**src/rtl/led_ctrl.sv**
```systemverilog
// Register-mapped LED controller: DATA/SET/CLR/TOGGLE plus per-channel blink with a 24-bit prescaler.
// Latency WAIT_STATES+1 cycles to a one-cycle ready pulse; requester holds sel until ready, dropping it aborts.
module led_ctrl #(
  parameter int          NUM_LEDS    = 6,
  parameter int          WAIT_STATES = 15,
  parameter bit          ACTIVE_LOW  = 1'b1,
  parameter logic [31:0] RESET_VAL   = 32'd0
) (
  input  logic                clk,
  input  logic                reset,
  input  logic                sel,
  input  logic                we,
  input  logic [2:0]          addr,
  input  logic [31:0]         wdata,
  output logic                ready,
  output logic [31:0]         rdata,
  output logic [NUM_LEDS-1:0] leds_o
);

  localparam logic [3:0]          WS       = 4'(WAIT_STATES);
  localparam logic [NUM_LEDS-1:0] POL      = {NUM_LEDS{ACTIVE_LOW}};
  localparam logic [NUM_LEDS-1:0] RST_DATA = RESET_VAL[NUM_LEDS-1:0];

  typedef enum logic [1:0] {IDLE, WAIT, DONE} state_t;

  state_t              state;
  logic [3:0]          count;
  logic [NUM_LEDS-1:0] data;
  logic [NUM_LEDS-1:0] blink_en;
  logic [23:0]         blink_div;
  logic [23:0]         blink_cnt;
  logic                phase;

  logic                commit;
  logic                wr_div;
  logic [NUM_LEDS-1:0] wval;
  logic [31:0]         rval;
  logic                unused_wdata;

  // commit is true on exactly the edge that moves the FSM into DONE
  assign commit       = sel && ((state == IDLE && WS == 4'd0) || (state == WAIT && count == WS));
  assign wr_div       = commit && we && (addr == 3'd5);
  assign wval         = wdata[NUM_LEDS-1:0];
  assign unused_wdata = ^wdata;

  always_comb begin
    rval = '0;
    case (addr)
      3'd0, 3'd1, 3'd2, 3'd3: rval[NUM_LEDS-1:0] = data;
      3'd4:                   rval[NUM_LEDS-1:0] = blink_en;
      3'd5:                   rval[23:0]         = blink_div;
      default:                rval               = '0;
    endcase
  end

  always_ff @(posedge clk or posedge reset) begin
    if (reset) begin
      state <= IDLE;
      count <= 4'd0;
      ready <= 1'b0;
      rdata <= '0;
    end else begin
      ready <= 1'b0;
      case (state)
        IDLE: begin
          if (sel) begin
            if (WS == 4'd0) begin
              state <= DONE;
              ready <= 1'b1;
            end else begin
              state <= WAIT;
              count <= 4'd1;
            end
          end
        end
        WAIT: begin
          if (!sel) begin
            state <= IDLE;
            count <= 4'd0;
          end else if (count == WS) begin
            state <= DONE;
            ready <= 1'b1;
            count <= 4'd0;
          end else begin
            count <= count + 4'd1;
          end
        end
        DONE:    state <= IDLE;
        default: state <= IDLE;
      endcase
      if (commit) rdata <= we ? 32'd0 : rval;
    end
  end

  always_ff @(posedge clk or posedge reset) begin
    if (reset) begin
      data      <= RST_DATA;
      blink_en  <= '0;
      blink_div <= 24'd0;
    end else if (commit && we) begin
      case (addr)
        3'd0:    data      <= wval;
        3'd1:    data      <= data | wval;
        3'd2:    data      <= data & ~wval;
        3'd3:    data      <= data ^ wval;
        3'd4:    blink_en  <= wval;
        3'd5:    blink_div <= wdata[23:0];
        default: ;
      endcase
    end
  end

  // A divider write restarts the blink period from phase 0
  always_ff @(posedge clk or posedge reset) begin
    if (reset) begin
      blink_cnt <= 24'd0;
      phase     <= 1'b0;
    end else if (wr_div) begin
      blink_cnt <= wdata[23:0];
      phase     <= 1'b0;
    end else if (blink_div != 24'd0) begin
      if (blink_cnt == 24'd0) begin
        blink_cnt <= blink_div;
        phase     <= ~phase;
      end else begin
        blink_cnt <= blink_cnt - 24'd1;
      end
    end
  end

  always_ff @(posedge clk or posedge reset) begin
    if (reset) leds_o <= RST_DATA ^ POL;
    else       leds_o <= (data ^ (blink_en & {NUM_LEDS{phase}})) ^ POL;
  end

endmodule

```
**config.mk**
```make
export PLATFORM = sky130hd
export DESIGN_NAME = led_ctrl
export DESIGN_NICKNAME = d
export VERILOG_FILES = /design/src/rtl/led_ctrl.sv
export SDC_FILE = /design/constraint.sdc
export NUM_CORES = 1
export LEC_CHECK = 0
export ABC_AREA = 1
export CORE_MARGIN = 4
export CORE_UTILIZATION = 55
export CTS_BUF_LIST = sky130_fd_sc_hd__clkbuf_16
export CTS_CLUSTER_DIAMETER = 80
export CTS_CLUSTER_SIZE = 30
export DETAILED_ROUTE_END_ITERATION = 16
export DONT_BUFFER_PORTS = 1
export GPL_ROUTABILITY_DRIVEN = 0
export PLACE_DENSITY = 0.68
export SYNTH_ARGS = -nofsm -noshare
export SYNTH_HDL_FRONTEND = slang
export SYNTH_SLANG_ARGS = --single-unit
```
**constraint.sdc**
```tcl
create_clock -name clk -period 6.4 [get_ports clk]
set_input_delay 1.6 -clock clk [delete_from_list [all_inputs] [get_ports clk]]
set_output_delay 1.6 -clock clk [all_outputs]
set_load 0.01 [all_outputs]
```
==> out/metrics.yaml <==
routing:
  num_vias: 4699
  drc: 0
  via_per_inst: 5.41
  wire_per_inst_um: 15.0
  ant_nets: 0
  drt_iter0_drc: 346
  wl_mm: 13.0
  firstDrtPassIters: 5
synth:
  ys_ff_latch: 98
  synth.distinct_cells: 35
  yosysSeqAreaShare_pct: 44.0
  synth_flop_cell: "dfrtp_1"
  synth_edf_count: 0
  async_flop_share_pct: 100
  netlist_area_mm2: 0.00559
  avgSynthCellArea_um2: 7.51
  postSynthCellCount: 744
  synth_most_common_cell: "nand2_1"
  synth_area_leaders: "dfrtp_1, nand2_1, nor2_1"
  synth_common_cells: "nand2_1, nor2_1, dfrtp_1, inv_1, nand3_1"
  synth_top_area_cell: "dfrtp_1"
  ys_warn_count: 0
  synth_top_cell_area_share_pct: 41.2
power:
  power_density_mw_per_mm2: 211
  total_power_uw: 1250
  ir_drop_mv: 0.146
  leakage_uw: 0.00283
cells_and_area:
  n_fill_cell: 947
  seqCellArea_mm2: 0.00246
  drive_above_1_share_pct: 5.57
  syn_to_final_growth_pct: 6.07
  antenna_cells: 0
  multi_input_area_mm2: 0.00264
  postLayoutCellArea_mm2: 0.00592
  finalNetCount: 785
die:
  start_util_pct: 56.9
  coreArea_mm2: 0.00982
  rows: 36
  die_h_um: 109
  die_w_um: 109
  die-area_mm2: 0.0118
  num_io_pins: 78
grt:
  grtUsageTotal_pct: 23.4
  grt_pass1_vias: 4337
  antenna_found_initial: 0
  grt_max_degree: 67
  grt_pass1_wl_mm: 21.9
  overflow: 0
critical_path:
  endpoint: "blink_cnt[21]"
  endpoint_kind: "flip-flop"
  path_class: "input port to flip-flop"
  rr_worst_depth: 9
  startpoint_type: "input port"
  crit_chain: "nand2_2 -> nor2_4 -> nand3_4 -> inv_4 -> nor2_4 -> clkinv_4 -> nor2_1 -> a21oi_1"
  startpoint: "sel"
  cp.required_ns: 6.67
  worstPathMaxFanout: 51
  slowest_delay_ns: 0.67
  reg2reg_slack_ns: 3.08
  cp_slowest_cell: "nand3_4"
  worstPathArrival_ns: 4.11
  reg2reg_to: "blink_cnt[21]"
  crit_top_cell: "nor2_4"
  worstReg2RegStart: "count[0]"
cts:
  clkLatencyLatePin_ns: 0.34
  clk_pin_slew_ns: 0.07
  cts_resized: 0
  post_cts_buffers: 0
  cts_buffer_depth: 2
  clock_sinks: 98
  cts_tree: "yes"
  htreeDepth: 3
  numCtsBuffers: 9
  root_buffer: "clkbuf_16"
  cts.hold.buffers_added: 0
timing:
  tns_ns: 0
  finalSetupViolCount: 0
  hold_violations: 0
  worst-slew-pin-transition_ns: 0.847
  slew_headroom_pct: 43.5
  finClkSkew_ns: 0.00675
  rsz0062_at_grt: "false"
  timing.final.crit_share_pct: 60.0
  max_freq_mhz: 260
  period_minus_slack_ns: 3.84
  maxSlewViolCount: 0
placed_design:
  port_buffers: 0
  placed_area_mm2: 0.00561
  post-dp-hpwl_mm: 9.48
status:
  status: "complete, no violations"
flow_run:
  max_cap_violations: 0
min_path:
  hold_class: "flip-flop to flip-flop"
## sequential cells by signal, indices dropped and copies added (netlist names)
signal / flops
blink_cnt: 24
blink_div: 24
rdata: 24
blink_en: 6
data: 6
leds_o: 6
count: 4
state: 2
phase: 1
ready: 1
## power breakdown
group	total, µW	leakage [µW]	internal (µW)	switching (µW)
logic	45.7	0.00152	11.5	34.3
registers	624	0.00116	622	2.58
clock network	578	0.000155	342	236
## worst max-delay path: cells and delay by family
family,cells,cell delay (ns)
AOI/OAI and AO/OA,1,0.13
and+or+nand+nor,5,1.71
buffers and inverters,2,0.65
## cells in the final DEF, fill, tap and decap left out, types with 2 or more instances in the layout
| cell type | synthesis | routed |
|---|---|---|
| bufinv_16 | 0 | 2 |
| o22ai_1 | 5 | 5 |
| nand3_4 | 2 | 2 |
| nand4_1 | 12 | 12 |
| nand3b_1 | 6 | 6 |
| nor2_1 | 121 | 121 |
| xnor2_1 | 3 | 3 |
| inv_4 | 1 | 2 |
| clkinv_4 | 1 | 2 |
| clkbuf_16 | 0 | 9 |
| dfrtp_1 | 92 | 92 |
| nor3_1 | 2 | 2 |
| o21bai_1 | 9 | 9 |
| a21oi_1 | 41 | 41 |
| nor2_4 | 6 | 6 |
| o21ai_0 | 49 | 49 |
| dfstp_2 | 6 | 6 |
| ha_1 | 15 | 15 |
| o211ai_1 | 10 | 10 |
| inv_1 | 80 | 80 |
| inv_2 | 3 | 3 |
| nand2_1 | 169 | 169 |
| xor2_1 | 11 | 11 |
| nor2_2 | 2 | 2 |
| nand3_1 | 56 | 56 |
| a31oi_1 | 3 | 3 |
| conb_1 | 1 | 8 |
| nand2_2 | 2 | 2 |
## per-layer routing
layer / up-vias / global-route usage, % / share of wire (%)
met5: - / 0 / 0
met4: 0 / 6.04 / 1.1
met3: 16 / 4.14 / 6.1
met2: 122 / 34.4 / 43
met1: 2218 / 35.7 / 50
li1: 2343 / - / -
## per-stage QoR
| step | setup slack, ns | utilization (%) | hold slack [ns] | std cells |
|---|---|---|---|---|
| after global placement | 2.23 | 57.1 | 0.443 | 853 |
| after global routing | 2.21 | 60.3 | 0.482 | 869 |
| after detailed placement | 2.17 | 57.1 | 0.448 | 853 |
| after floorplan | 2.25 | - | 0.432 | 751 |
| final | 2.56 | 60.3 | 0.462 | 869 |
| after CTS | 2.54 | 60.3 | 0.468 | 869 |
## worst min path at each step
stage | to | slack [ns] | from | cells after the start
2_1_floorplan | leds_o[0] | 0.43 | data[0] | 1
3_3_place_gp | leds_o[0] | 0.44 | data[0] | 1
3_5_place_dp | leds_o[1] | 0.45 | data[1] | 1
4_1_cts | leds_o[1] | 0.47 | data[1] | 1
5_1_grt | leds_o[0] | 0.48 | data[0] | 1
6_report | leds_o[1] | 0.46 | data[1] | 1
## cells by family (layout without fill, tap and decap cells)
family	after synthesis	in the layout	share of synthesized area, %
AO/OA/AOI/OAI	120	120	11.9
XOR/XNOR	14	14	2.20
adder cells (fa/ha/maj)	15	15	3.36
buffers and inverters	117	102	9.10
flip-flops	98	98	44.0
other	1	8	0.0671
AND/OR/NAND/NOR	379	379	29.3
## layout make-up
cell class / instances / share of cell area [%]
flip-flops and latches: 98 / 41.5
repair buffers: 1 / 0.127
well taps: 133 / 2.81
clock buffers: 9 / 3.80
multi-input cells: 536 / 44.6
clock inverters: 7 / 1.56
inverters: 85 / 5.55
Note: power is estimated with default switching activity, not from simulation.
